File: config.mk
export PLATFORM = sky130hd
export DESIGN_NAME = rv32i_dbus_bridge
export DESIGN_NICKNAME = d
export VERILOG_FILES = /design/src/rtl/rv32i_dbus_bridge.sv
export SDC_FILE = /design/constraint.sdc
export NUM_CORES = 1
export LEC_CHECK = 0
export BUFFER_PORTS_ARGS = -buffer_cell sky130_fd_sc_hd__buf_2
export CORE_MARGIN = 10
export CORE_UTILIZATION = 50
export DETAILED_ROUTE_END_ITERATION = 6
export MAX_ROUTING_LAYER = met4
export PLACE_DENSITY = 0.78
export SYNTH_ARGS = -nofsm -noshare
export SYNTH_HDL_FRONTEND = slang
export SYNTH_SLANG_ARGS = --single-unit
File: constraint.sdc
create_clock -name clk -period 4.2 [get_ports clk]
set_input_delay 0.84 -clock clk [delete_from_list [all_inputs] [get_ports clk]]
set_output_delay 0.84 -clock clk [all_outputs]
set_load 0.02 [all_outputs]
File: src/rtl/rv32i_dbus_bridge.sv
// rv32i_dbus_bridge
//   Sits between the core's data port and a pipelined memory-mapped bus.
//   Stores are posted into a small write buffer and never stall the core;
//   loads stall the core (dwaitrequest) until the bus returns data, and are
//   only issued once every earlier buffered store has been accepted.
//
// Ports
//   clk, reset_n          clock, asynchronous active-low reset
//   daddress/dwrite/dwritedata/dbyteenable/dread   core request side
//   dreaddata/dwaitrequest                         core response side
//   avm_*                 pipelined bus master (waitrequest + readdatavalid)
//   wbuf_level            entries currently held in the write buffer
//   wbuf_overflow         sticky: a store was dropped because the buffer was full
module rv32i_dbus_bridge #(
  parameter int WBUF_LOG2_DEPTH = 2
) (
  input  logic                     clk,
  input  logic                     reset_n,
  input  logic [31:0]              daddress,
  input  logic                     dwrite,
  input  logic [31:0]              dwritedata,
  input  logic [3:0]               dbyteenable,
  input  logic                     dread,
  output logic [31:0]              dreaddata,
  output logic                     dwaitrequest,
  output logic [31:0]              avm_address,
  output logic                     avm_write,
  output logic [31:0]              avm_writedata,
  output logic [3:0]               avm_byteenable,
  output logic                     avm_read,
  input  logic [31:0]              avm_readdata,
  input  logic                     avm_readdatavalid,
  input  logic                     avm_waitrequest,
  output logic [WBUF_LOG2_DEPTH:0] wbuf_level,
  output logic                     wbuf_overflow
);
  localparam int DEPTH = 1 << WBUF_LOG2_DEPTH;
  localparam int LW    = WBUF_LOG2_DEPTH + 1;
  localparam logic [LW-1:0] FULL_LVL = LW'(DEPTH);

  typedef struct packed {
    logic [31:0] addr;
    logic [31:0] data;
    logic [3:0]  be;
  } wbuf_ent_t;

  typedef enum logic [2:0] {IDLE, DRAIN, RD_REQ, RD_WAIT, RD_DONE} state_t;

  wbuf_ent_t                  wbuf [DEPTH];
  wbuf_ent_t                  head;
  logic [WBUF_LOG2_DEPTH-1:0] wr_ptr, rd_ptr;
  logic [LW-1:0]              level, level_nxt;
  logic                       fifo_empty, fifo_full, push, pop, wr_issue;
  state_t                     state, state_nxt;

  // ---------------------------------------------------------------- write buffer
  assign fifo_empty = (level == '0);
  assign fifo_full  = (level == FULL_LVL);
  // Full is judged on the current level: a store arriving in the same cycle
  // as the pop that would free a slot is still dropped.
  assign push       = dwrite & ~fifo_full;
  // Buffered stores drain only while no load owns the bus.
  assign wr_issue   = ~fifo_empty & ((state == IDLE) | (state == DRAIN));
  assign pop        = wr_issue & ~avm_waitrequest;
  assign head       = wbuf[rd_ptr];
  assign wbuf_level = level;

  always_comb begin
    level_nxt = level;
    unique case ({push, pop})
      2'b10:   level_nxt = level + 1'b1;
      2'b01:   level_nxt = level - 1'b1;
      default: level_nxt = level;
    endcase
  end

  always_ff @(posedge clk or negedge reset_n) begin
    if (!reset_n) begin
      wr_ptr        <= '0;
      rd_ptr        <= '0;
      level         <= '0;
      wbuf_overflow <= 1'b0;
    end else begin
      if (push) wr_ptr <= wr_ptr + 1'b1;
      if (pop)  rd_ptr <= rd_ptr + 1'b1;
      level <= level_nxt;
      if (dwrite & fifo_full) wbuf_overflow <= 1'b1;
    end
  end

  // Storage needs no reset; occupancy is tracked by the pointers and level.
  always_ff @(posedge clk) begin
    if (push) wbuf[wr_ptr] <= '{addr: daddress, data: dwritedata, be: dbyteenable};
  end

  // ---------------------------------------------------------------- load FSM
  always_ff @(posedge clk or negedge reset_n) begin
    if (!reset_n) state <= IDLE;
    else          state <= state_nxt;
  end

  always_comb begin
    state_nxt = state;
    unique case (state)
      // A store landing this cycle would be behind the load, so go drain it first.
      IDLE:    if (dread) state_nxt = (fifo_empty & ~dwrite) ? RD_REQ : DRAIN;
      DRAIN:   if (level_nxt == '0) state_nxt = RD_REQ;
      RD_REQ:  if (!avm_waitrequest) state_nxt = RD_WAIT;
      RD_WAIT: if (avm_readdatavalid) state_nxt = RD_DONE;
      RD_DONE: state_nxt = IDLE;
      default: state_nxt = IDLE;
    endcase
  end

  always_comb begin
    avm_read       = (state == RD_REQ);
    avm_write      = wr_issue;
    avm_address    = '0;
    avm_writedata  = '0;
    avm_byteenable = '0;
    if (avm_read) begin
      avm_address    = daddress;
      avm_byteenable = dbyteenable;
    end else if (avm_write) begin
      avm_address    = head.addr;
      avm_writedata  = head.data;
      avm_byteenable = head.be;
    end
    dwaitrequest = dread & (state != RD_DONE);
  end

  // Read data is only taken while a load is outstanding; stray valids elsewhere
  // (including after a reset abort) leave the last loaded value in place.
  always_ff @(posedge clk or negedge reset_n) begin
    if (!reset_n)                                    dreaddata <= '0;
    else if ((state == RD_WAIT) && avm_readdatavalid) dreaddata <= avm_readdata;
  end

endmodule

# Word level (Yosys, flattened, before mapping)
# Memories as Yosys holds them, arrays and structs flattened.
# Cells that the tools add are included.
# W data, S select, Z words.
[classes]
n_addsub = 4
n_mul = 0
n_div = 0
order_cmp = 0
eq_ne = 11
shift = 0
muxes = 15
n_bitwise = 11
reduce_logical = 5
[op_table]
columns = ["op", "n"]
rows = [
  ["$mux W32", 4],
  ["$mux W3", 4],
  ["$pmux W3 S4", 1],
  ["$logic_not A3 Y1", 3],
  ["$mux W4", 2],
  ["$and A1 B1 Y1", 6],
  ["$eq A3 B2 Y1 const B", 2],
  ["$ne A2 B2 Y1 const B", 3],
  ["$pmux W3 S2", 1],
  ["$add A2 B1 Y2 const B", 2],
  ["$not A1 Y1", 4],
  ["$reduce_and A4 Y1", 1],
  ["$add A3 B1 Y3 const B", 1],
  ["$eq A3 B1 Y1 const B", 1],
  ["$eq A3 B3 Y1 const B", 1],
  ["$ne A3 B3 Y1 const B", 1],
  ["$sub A3 B1 Y3 const B", 1],
  ["$eq A2 B1 Y1 const B", 1],
  ["$eq A2 B2 Y1 const B", 1],
  ["$mux W1", 2],
  ["$mux W2", 1],
  ["$ne A2 B1 Y1 const B", 1],
  ["$logic_and A1 B1 Y1", 1],
  ["$or A1 B1 Y1", 1],
]
[word_totals]
register_bits = 43
latchBits = 0
ramBits = 272
mem_bits_ro = 0
input_bits = 106
out_inout_bits = 107
wordCells = 53
memories = 1
[mem_list]
columns = ["name", "words", "word_bits", "rd", "rd_clocked_by_memory_dff", "wr", "line_no", "rtl"]
rows = [
  ["wbuf", 4, 68, 1, 0, 1, "49", "wbuf_ent_t wbuf [DEPTH];"],
]

# Longest topological paths before layout
# Gate-level depths: netlist (run 1).
[logic_depth]
depth_word = 9
ltp_mapped = 10
mapped_depth_nobuf = 10

# Worst setup path before layout (run 1)
# No wires, ideal clock.
[synth_path]
path_kind = "in2reg"
from = "input port dwrite"
to = "memory wbuf[0][0] (netlist bit) (enable)"
setup_time_ns = 0.433
t_arrival_ns = 2.743
required_ns = 3.767
slack_ns = 1.024
path_stages = 2
path_buffers = 0
path_cell_list = "a21boi_2 and2_1"
[synth_via]
elab_chain_len = 3
[synth_lines]
columns = ["element", "line_no", "rtl"]
rows = [
  ["from (decl)", "20", "input logic dwrite,"],
  ["$and A1 B1 Y1", "61", "assign push = dwrite & ~fifo_full;"],
  ["$mux W1", "93", "if (push) wbuf[wr_ptr] <= '{addr: daddress, data: dwritedata, be: dbyteenable};"],
  ["$mux W1 (not written as such)", "93", ""],
  ["to (decl)", "49", ""],
]
# Every way passes these cells.

# Worst setup path after layout (run 1)
[layout_path]
from = "register rd_ptr[0]"
to = "output port avm_writedata[26]"
[layout_via]
elab_chain_len = 3
[layout_lines]
columns = ["element", "line_no", "rtl"]
rows = [
  ["from (decl)", "51", "logic [WBUF_LOG2_DEPTH-1:0] wr_ptr, rd_ptr;"],
  ["from (signal assigned)", "85", "if (pop) rd_ptr <= rd_ptr + 1'b1;"],
  ["$mem_v2 Z4 W68", "n/a", ""],
  ["$mux W32", "124", "end else if (avm_write) begin"],
  ["$mux W32", "121", "if (avm_read) begin"],
  ["to (decl)", "28", "output logic [31:0] avm_writedata,"],
]
# Every way passes these cells.

==> results of run 1 <==
==> power groups by stage <==
stage / Sequential (mW) / Clock [mW] / Combinational, mW
4_1_cts: 4.61 / 2.64 / 4.22
3_3_place_gp: 4.64 / 0 / 4.15
3_5_place_dp: 4.66 / 0 / 4.21
5_1_grt: 4.68 / 2.77 / 4.47
6_report: 4.59 / 2.59 / 4.12
2_1_floorplan: 4.62 / 0 / 2.89
==> state kept, by name, indices dropped and copies added (netlist names) <==
name and cells:
dreaddata 32, rd_ptr 2, state 3, wbuf 272, wbuf_level 3, wbuf_overflow 1
wr_ptr 2
==> worst reg2reg max path, stage by stage, from the launching register on <==
cell and delay (ns):
dfrtp_1 0.50, nor4_2 0.49, ha_1 0.26, inv_1 0.06, fa_1 0.37, xor2_1 0.15, o21ai_0 0.26, a31oi_1 0.15
a2111oi_1 0.34
==> cell families (layout without fill, tap and decap cells) <==
logic type	after synthesis	after routing	share of synthesized area [%]
and+or+nand+nor	150	150	5.83
other	0	1	0
AOI/OAI and AO/OA	47	47	3.22
xor gates and xnor gates	5	5	0.357
adders and majority gates	6	6	0.673
DFF	315	315	75.3
muxes	69	69	12.6
buffers and inverters	42	284	2.01
==> Yosys cell counts <==
cell / number
mux2i_1: 1
edfxtp_1: 272
a21boi_2: 1
inv_1: 6
and3_1: 1
o21bai_1: 1
fa_1: 1
a21boi_0: 1
ha_1: 5
buf_4: 3
nor4_1: 1
and2_1: 36
a2111oi_1: 1
nor2_1: 3
buf_2: 14
nor3_2: 1
xor2_1: 2
nor4_2: 1
nor3b_4: 1
xnor2_1: 3
nor2b_1: 1
a22o_1: 37
dfrtp_1: 43
mux4_2: 68
nor3_4: 1
inv_2: 1
or3_1: 1
a31oi_1: 1
o21ai_0: 2
a31o_2: 1
buf_6: 8
nand4b_1: 1
nor4b_1: 1
nand2_1: 101
a21oi_1: 2
clkbuf_1: 10
==> through the flow <==
step / setup slack, ns / utilization (%) / instances
2_1_floorplan: 1.02 / - / 634
3_3_place_gp: 1.17 / 56.3 / 1146
3_5_place_dp: 1.18 / 56.3 / 1146
4_1_cts: 0.598 / 60.2 / 1200
5_1_grt: 0.518 / 60.2 / 1201
6_report: 0.728 / 60.2 / 1201
==> final cells by class <==
type | instances | area share, %
clock inverters | 15 | 0.968
clock buffers | 39 | 5.52
repair buffers | 223 | 8.09
well taps | 324 | 2.78
flip-flops and latches | 315 | 63.4
multi-input cells | 277 | 19.1
diodes | 1 | 0.0171
inverters | 7 | 0.180
==> per-layer routing <==
layer / vias to the layer above / GRT usage [%] / wire length [um] / part of all wire (%)
met5: - / - / 0 / 0
met1: 3322 / 22.1 / 10600 / 42
met3: 40 / 4.25 / 2170 / 8.6
met4: 0 / 3.61 / 372 / 1.5
met2: 263 / 25.0 / 12200 / 48
li1: 2926 / - / - / -
==> worst max path at each step <==
stage / slack [ns] / to / from
2_1_floorplan: 1.02 / wbuf[0][0]$_DFFE_PP_ / dwrite
3_3_place_gp: 1.17 / avm_writedata[26] / rd_ptr[0]$_DFFE_PN0N_
3_5_place_dp: 1.18 / state[1]$_DFFE_PN0P_ / avm_waitrequest
4_1_cts: 0.60 / avm_writedata[13] / rd_ptr[0]$_DFFE_PN0N_
5_1_grt: 0.52 / avm_writedata[13] / rd_ptr[0]$_DFFE_PN0N_
6_report: 0.73 / avm_writedata[26] / rd_ptr[0]$_DFFE_PN0N_
==> impl_metrics.ini, run 1 <==
[placed_design]
io_buffers = 212
gpl.final_weighted_congestion = 0.734
cell_area_after_placement_sq_um = 13700
detail_placement_hpwl_um = 15800

[detailed_routing]
initialDrtViolationCount = 374
antenna_left = 0
drc = 0
detail_route.wl_per_cell_um = 21.1
route.detailed.vias_per_inst = 5.45
detailroute.via_count = 6551
drt_wl_total_um = 25300
number_of_detailed_routing_iterations_run_before_antenna_repair = 4

[global_route]
grt.overflow.total = 0
gr-usage-all-layers_pct = 16.4
largest_net_degree_at_the_start_of_global_routing = 69
antenna_found_initial = 1
first_global_vias = 7018
grt_pass1_wl_um = 39400

[power_and_ir_drop]
intPower_mw = 7.42
switching_share_pct = 34.4
power.density_nw_per_um2 = 774
seq_power_share_pct = 40.6
totalPowerFinal_mw = 11.3
leakagePower_nw = 5.58
switching_power_mw = 3.88
pwr-share-comb_pct = 36.5
power_frac_clock_pct = 22.9
vdd_ir_max_mv = 0.395

[layout]
num-fill-cells = 1802
multi_input_comb_area_sq_um = 2790
final_cell_mix = edfxtp_1 (272), buf_2 (212), nand2_1 (101)
layout.cells.most_common = edfxtp_1
relative_area_change_from_synthesis_to_final_layout_pct = 19.0
seq_area_sq_um = 9250
finish.instance_area_sq_um = 14600
number_of_nets_in_the_layout = 967
final_layout_size_suffix_gt1_share_pct = 38.9

[yosys]
synth_cell_type_count = 36
synth_top_cells_by_area = edfxtp_1 (67%), mux4_2 (12%), dfrtp_1 (8.8%), nand2_1 (3.1%), a22o_1 (2.6%)
post_synth_inst_count = 634
ys_warn_count = 0
yosys.area.top_type = edfxtp_1
ys_seq_elements = 315
synth.yosys.seq_area_share_pct = 75.3
mappedNetlistArea_sq_um = 12300
post-synth-top-area-fraction_pct = 66.6
synth.net_count = 746
synth.avg_cell_area_sq_um = 19.4

[setup_path]
data_arrival_at_the_endpoint_of_the_critical_path_ns = 2.63
worstSetupPathType = reg -> out
critical_path.slowest_cell = dfrtp_4
timing.critical_path.max_delay_family = flip-flops
timing.critical_path.depth = 4
crit_fanout = 27
r2r_end = state[1]$_DFFE_PN0P_
worst_r2r_startpoint = state[1]$_DFFE_PN0P_
endpoint_kind = output port
crit_required_ns = 3.36
crit_buf_inv = 2
start_kind = flop
cpPeakStageDelay_ns = 0.77
crit_chain = buf_4 -> mux4_2 -> and2_1 -> buf_2
ff2ff_setup_slack_ns = 1.50
ff2ff_path_depth = 8

[die]
starting_density_pct = 50.6
floorplan.die_area_sq_um = 31200
floorplan.io_pins = 213
die_x_um = 177
die-height_um = 177
row_count = 57
core_region_area_sq_um = 24200

[timing]
tightest_hold_margin_ns = 0.459
fin_crit_sh_pct = 82.7
number_of_hold_slack_violations_in_the_final_timing_report = 0
finalMaxSlewViolations = 0
unrepaired_setup_endpoints_after_global_routing = no
post-route-min-period_ns = 3.47
fmax_ghz = 0.288
timing_worst_slew_pin_value_ns = 1.06
timing.slew.headroom_pct = 29.1
worst_clock_skew_ns = 0.00967
report.final.setup_viol = 0
setup_tns_ns = 0

[flow_run]
maxCapViolations = 0

[clocking]
cts-hold-fix-buffers = 0
post_cts_clock_slew_at_the_launch_and_capture_registers_of_the_worst_setup_and_hold_paths_ns = 0.06
clk-insertion-delay-late_ns = 0.54
ctsResizeCount = 0
clkSinkCount = 315
total_clock_buffers_created_by_cts = 31
cts.htree.levels = 1
clock_tree_from_tritoncts = done
cts_buffer_depth = 3
post_cts_buffers = 0
clockRootBuffer = clkbuf_16

[hold_path]
worst_hold_path_type = in -> async

[outcome]
status = completed
Note: power is estimated with default switching activity, not from simulation.
==> inputs of run 2 (changes only) <==
--- a/config.mk
+++ b/config.mk
@@ -5,6 +5,7 @@
 export SDC_FILE = /design/constraint.sdc
 export NUM_CORES = 1
 export LEC_CHECK = 0
+export ABC_AREA = 1
 export BUFFER_PORTS_ARGS = -buffer_cell sky130_fd_sc_hd__buf_2
 export CORE_MARGIN = 10
 export CORE_UTILIZATION = 50
==> constraint.sdc (replaced) <==
create_clock -name clk -period 3.6 [get_ports clk]
set_input_delay 0.72 -clock clk [delete_from_list [all_inputs] [get_ports clk]]
set_output_delay 0.72 -clock clk [all_outputs]
set_load 0.02 [all_outputs]
==> impl_metrics.ini, run 2 <==
[timing]
finalMaxSlewViolations = 0
fmax_ghz = 0.295
final.setup.worst_slack_ns = 0.215
worst_clock_skew_ns = 0.0157
fin_crit_sh_pct = 94.0
report.final.setup_viol = 0
number_of_hold_slack_violations_in_the_final_timing_report = 0
timing_worst_slew_pin_value_ns = 0.969
timing.slew.headroom_pct = 35.4
unrepaired_setup_endpoints_after_global_routing = no
post-route-min-period_ns = 3.38
tightest_hold_margin_ns = 0.321

[yosys]
post-synth-top-area-fraction_pct = 64.2
top_count_cell_post_synth = nand2_1
synth_top_cells_by_area = edfxtp_1 (64%), nand2_1 (9.6%), dfrtp_1 (8.5%), nand3_1 (4.4%), nor2_1 (4.0%)
post_synth_fa_ha_maj_area_fraction_pct = 0.649
ys_warn_count = 0
ys_seq_elements = 315
post_synth_inst_count = 1098
yosys.area_share.simple_pct = 18.9
synth.cells.most_frequent = nand2_1 (326), edfxtp_1 (272), nor2_1 (135)
yosys-mux-area-fraction_pct = 0
yosys.area.top_type = edfxtp_1
synth.yosys.seq_area_share_pct = 72.7
dominantRegCellSynth = edfxtp_1
compound_cell_area_share_of_the_yosys_netlist_pct = 4.28
synth-xor-area-share_pct = 0.207
synth_top_family_by_area = simple AND/OR/NAND/NOR gates
mappedNetlistArea_sq_um = 12700
synth_cell_type_count = 30
synth-edff-count = 272
synthArstFlopShare_pct = 13.7
synth.avg_cell_area_sq_um = 11.6
synth.net_count = 1210

[global_route]
largest_net_degree_at_the_start_of_global_routing = 71
antenna_found_initial = 5
grt_pass1_wl_um = 46000
grt.overflow.total = 0
gr-usage-all-layers_pct = 17.9
first_global_vias = 8994

[die]
core_region_area_sq_um = 25100
starting_density_pct = 50.7
floorplan.io_pins = 213
die-height_um = 180
die_x_um = 180
row_count = 58
floorplan.die_area_sq_um = 32200

[setup_path]
crit_chain = buf_4 -> nand2_1 -> nand3_1 -> nand3_1 -> nand2_1 -> buf_2
critical_path.slowest_cell = dfrtp_4
data_arrival_at_the_endpoint_of_the_critical_path_ns = 2.66
crit_fanout = 61
endpoint_kind = output port
crit_required_ns = 2.88
start_kind = flop
cpPeakStageDelay_ns = 0.88
worstSetupPathType = reg -> out

[layout]
number_of_nets_in_the_layout = 1414
layout.cells.most_common = nand2_1
final-instance-count-excl-fill = 1662
final_layout_size_suffix_gt1_share_pct = 22.4
final_cell_mix = nand2_1 (326), edfxtp_1 (272), buf_2 (212)
largest-register = wbuf
regs_by_ff_count = wbuf x272, dreaddata x32
post-route-util_pct = 60.3
relative_area_change_from_synthesis_to_final_layout_pct = 19.0
largest_register_ff_count = 272
finish.instance_area_sq_um = 15100
num-fill-cells = 1972

[outcome]
status = completed

[detailed_routing]
detail_route.wl_per_cell_um = 17.6
initialDrtViolationCount = 678
drc = 0
antenna_left = 0
number_of_detailed_routing_iterations_run_before_antenna_repair = 5
route.detailed.vias_per_inst = 5.22
drt_wl_total_um = 29200
detailroute.via_count = 8681

[clocking]
total_clock_buffers_created_by_cts = 31
ctsResizeCount = 0
clk-insertion-delay-late_ns = 0.55
cts-hold-fix-buffers = 0
cts_buffer_depth = 3
post_cts_clock_slew_at_the_launch_and_capture_registers_of_the_worst_setup_and_hold_paths_ns = 0.06
cts.htree.levels = 1
post_cts_buffers = 0
clock_tree_from_tritoncts = done
clockRootBuffer = clkbuf_16
clkSinkCount = 315

[flow_run]
maxCapViolations = 0

[placed_design]
cell_area_after_placement_sq_um = 14100
io_buffers = 212
gpl.final_weighted_congestion = 0.797
detail_placement_hpwl_um = 17700
place_ws_ns = 0.835
cell_count_post_placement = 1599

[power_and_ir_drop]
power.density_nw_per_um2 = 926
leakagePower_nw = 6.20
vdd_ir_max_mv = 0.577

[hold_path]
worst_hold_path_type = in -> async
-- run 2: cell types whose count changed after synthesis, sizes merged, moves of 18 or more --
| cell | previous run | this run |
|---|---|---|
| o21ai | 2 | 65 |
| buf | 25 | 43 |
| nor2 | 3 | 138 |
| nand2 | 101 | 326 |
| and2 | 36 | 1 |
| mux4 | 68 | 0 |
| a22o | 37 | 0 |
| a21oi | 2 | 36 |
| nand3 | 0 | 115 |
-- run 2: cell type report --
cell class | instances | area, sq um | share of cell area (%)
well taps | 330 | 413 | 2.73
clock inverters | 18 | 239 | 1.58
flip-flops and latches | 315 | 9250 | 61.1
clock buffers | 39 | 806 | 5.32
inverters | 24 | 95.1 | 0.628
diodes | 6 | 15.0 | 0.0992
repair buffers | 231 | 1230 | 8.12
multi-input cells | 699 | 3090 | 20.4
-- run 2: metal layers --
metal / GRT usage, % / routed length (um) / up-vias / share of wire, %
li1: - / - / 4177 / -
met3: 4.38 / 2370 / 51 / 8.1
met5: - / 0 / - / 0
met4: 5.79 / 541 / 0 / 1.9
met2: 29.3 / 14200 / 343 / 49
met1: 21.5 / 12100 / 4110 / 41
-- run 2: final timing paths --
path,endpoint,cells after the start,start,slack [ns]
min in group clk,dreaddata[23]$_DFFE_PN0P_,3,avm_readdata[23],0.37
max in group asynchronous,rd_ptr[0]$_DFFE_PN0N_,1,reset_n,2.58
worst max register to register,state[1]$_DFFE_PN0P_,10,wbuf_level[1]$_DFF_PN0_,0.94
worst max-delay path,avm_address[18],6,rd_ptr[0]$_DFFE_PN0N_,0.22
worst min register to register,dreaddata[7]$_DFFE_PN0P_,2,dreaddata[7]$_DFFE_PN0P_,0.47
worst min-delay path,dreaddata[21]$_DFFE_PN0P_,1,reset_n,0.32
-- run 2: logic make-up (layout without fill, tap and decap cells) --
family | count (synthesis) | after routing
fa+ha+maj | 6 | 6
flops | 315 | 315
simple gates | 586 | 586
buf+inv | 84 | 312
xor+xnor | 3 | 3
compound gates | 104 | 104
other cells | 0 | 6
-- run 2: report_power, final --
part | total, mW | internal (mW) | switching (mW)
sequential | 5.25 | 4.87 | 0.380
combinational | 5.50 | 1.59 | 3.92
clock | 3.26 | 1.95 | 1.31
-- run 2: per-stage QoR --
step / setup TNS, ns / power, mW
finish: 0 / 14.0
detailed placement: 0 / 10.9
floorplan: -154.93 / 9.04
global placement: 0 / 10.7
CTS: 0 / 14.1
global route: 0 / 14.9
-- run 2: critical path, delay by kind of cell (launching register included) --
kind          cells  cell delay, ns
flops             1            0.88
simple gates      4            0.46
buf+inv           2            0.72
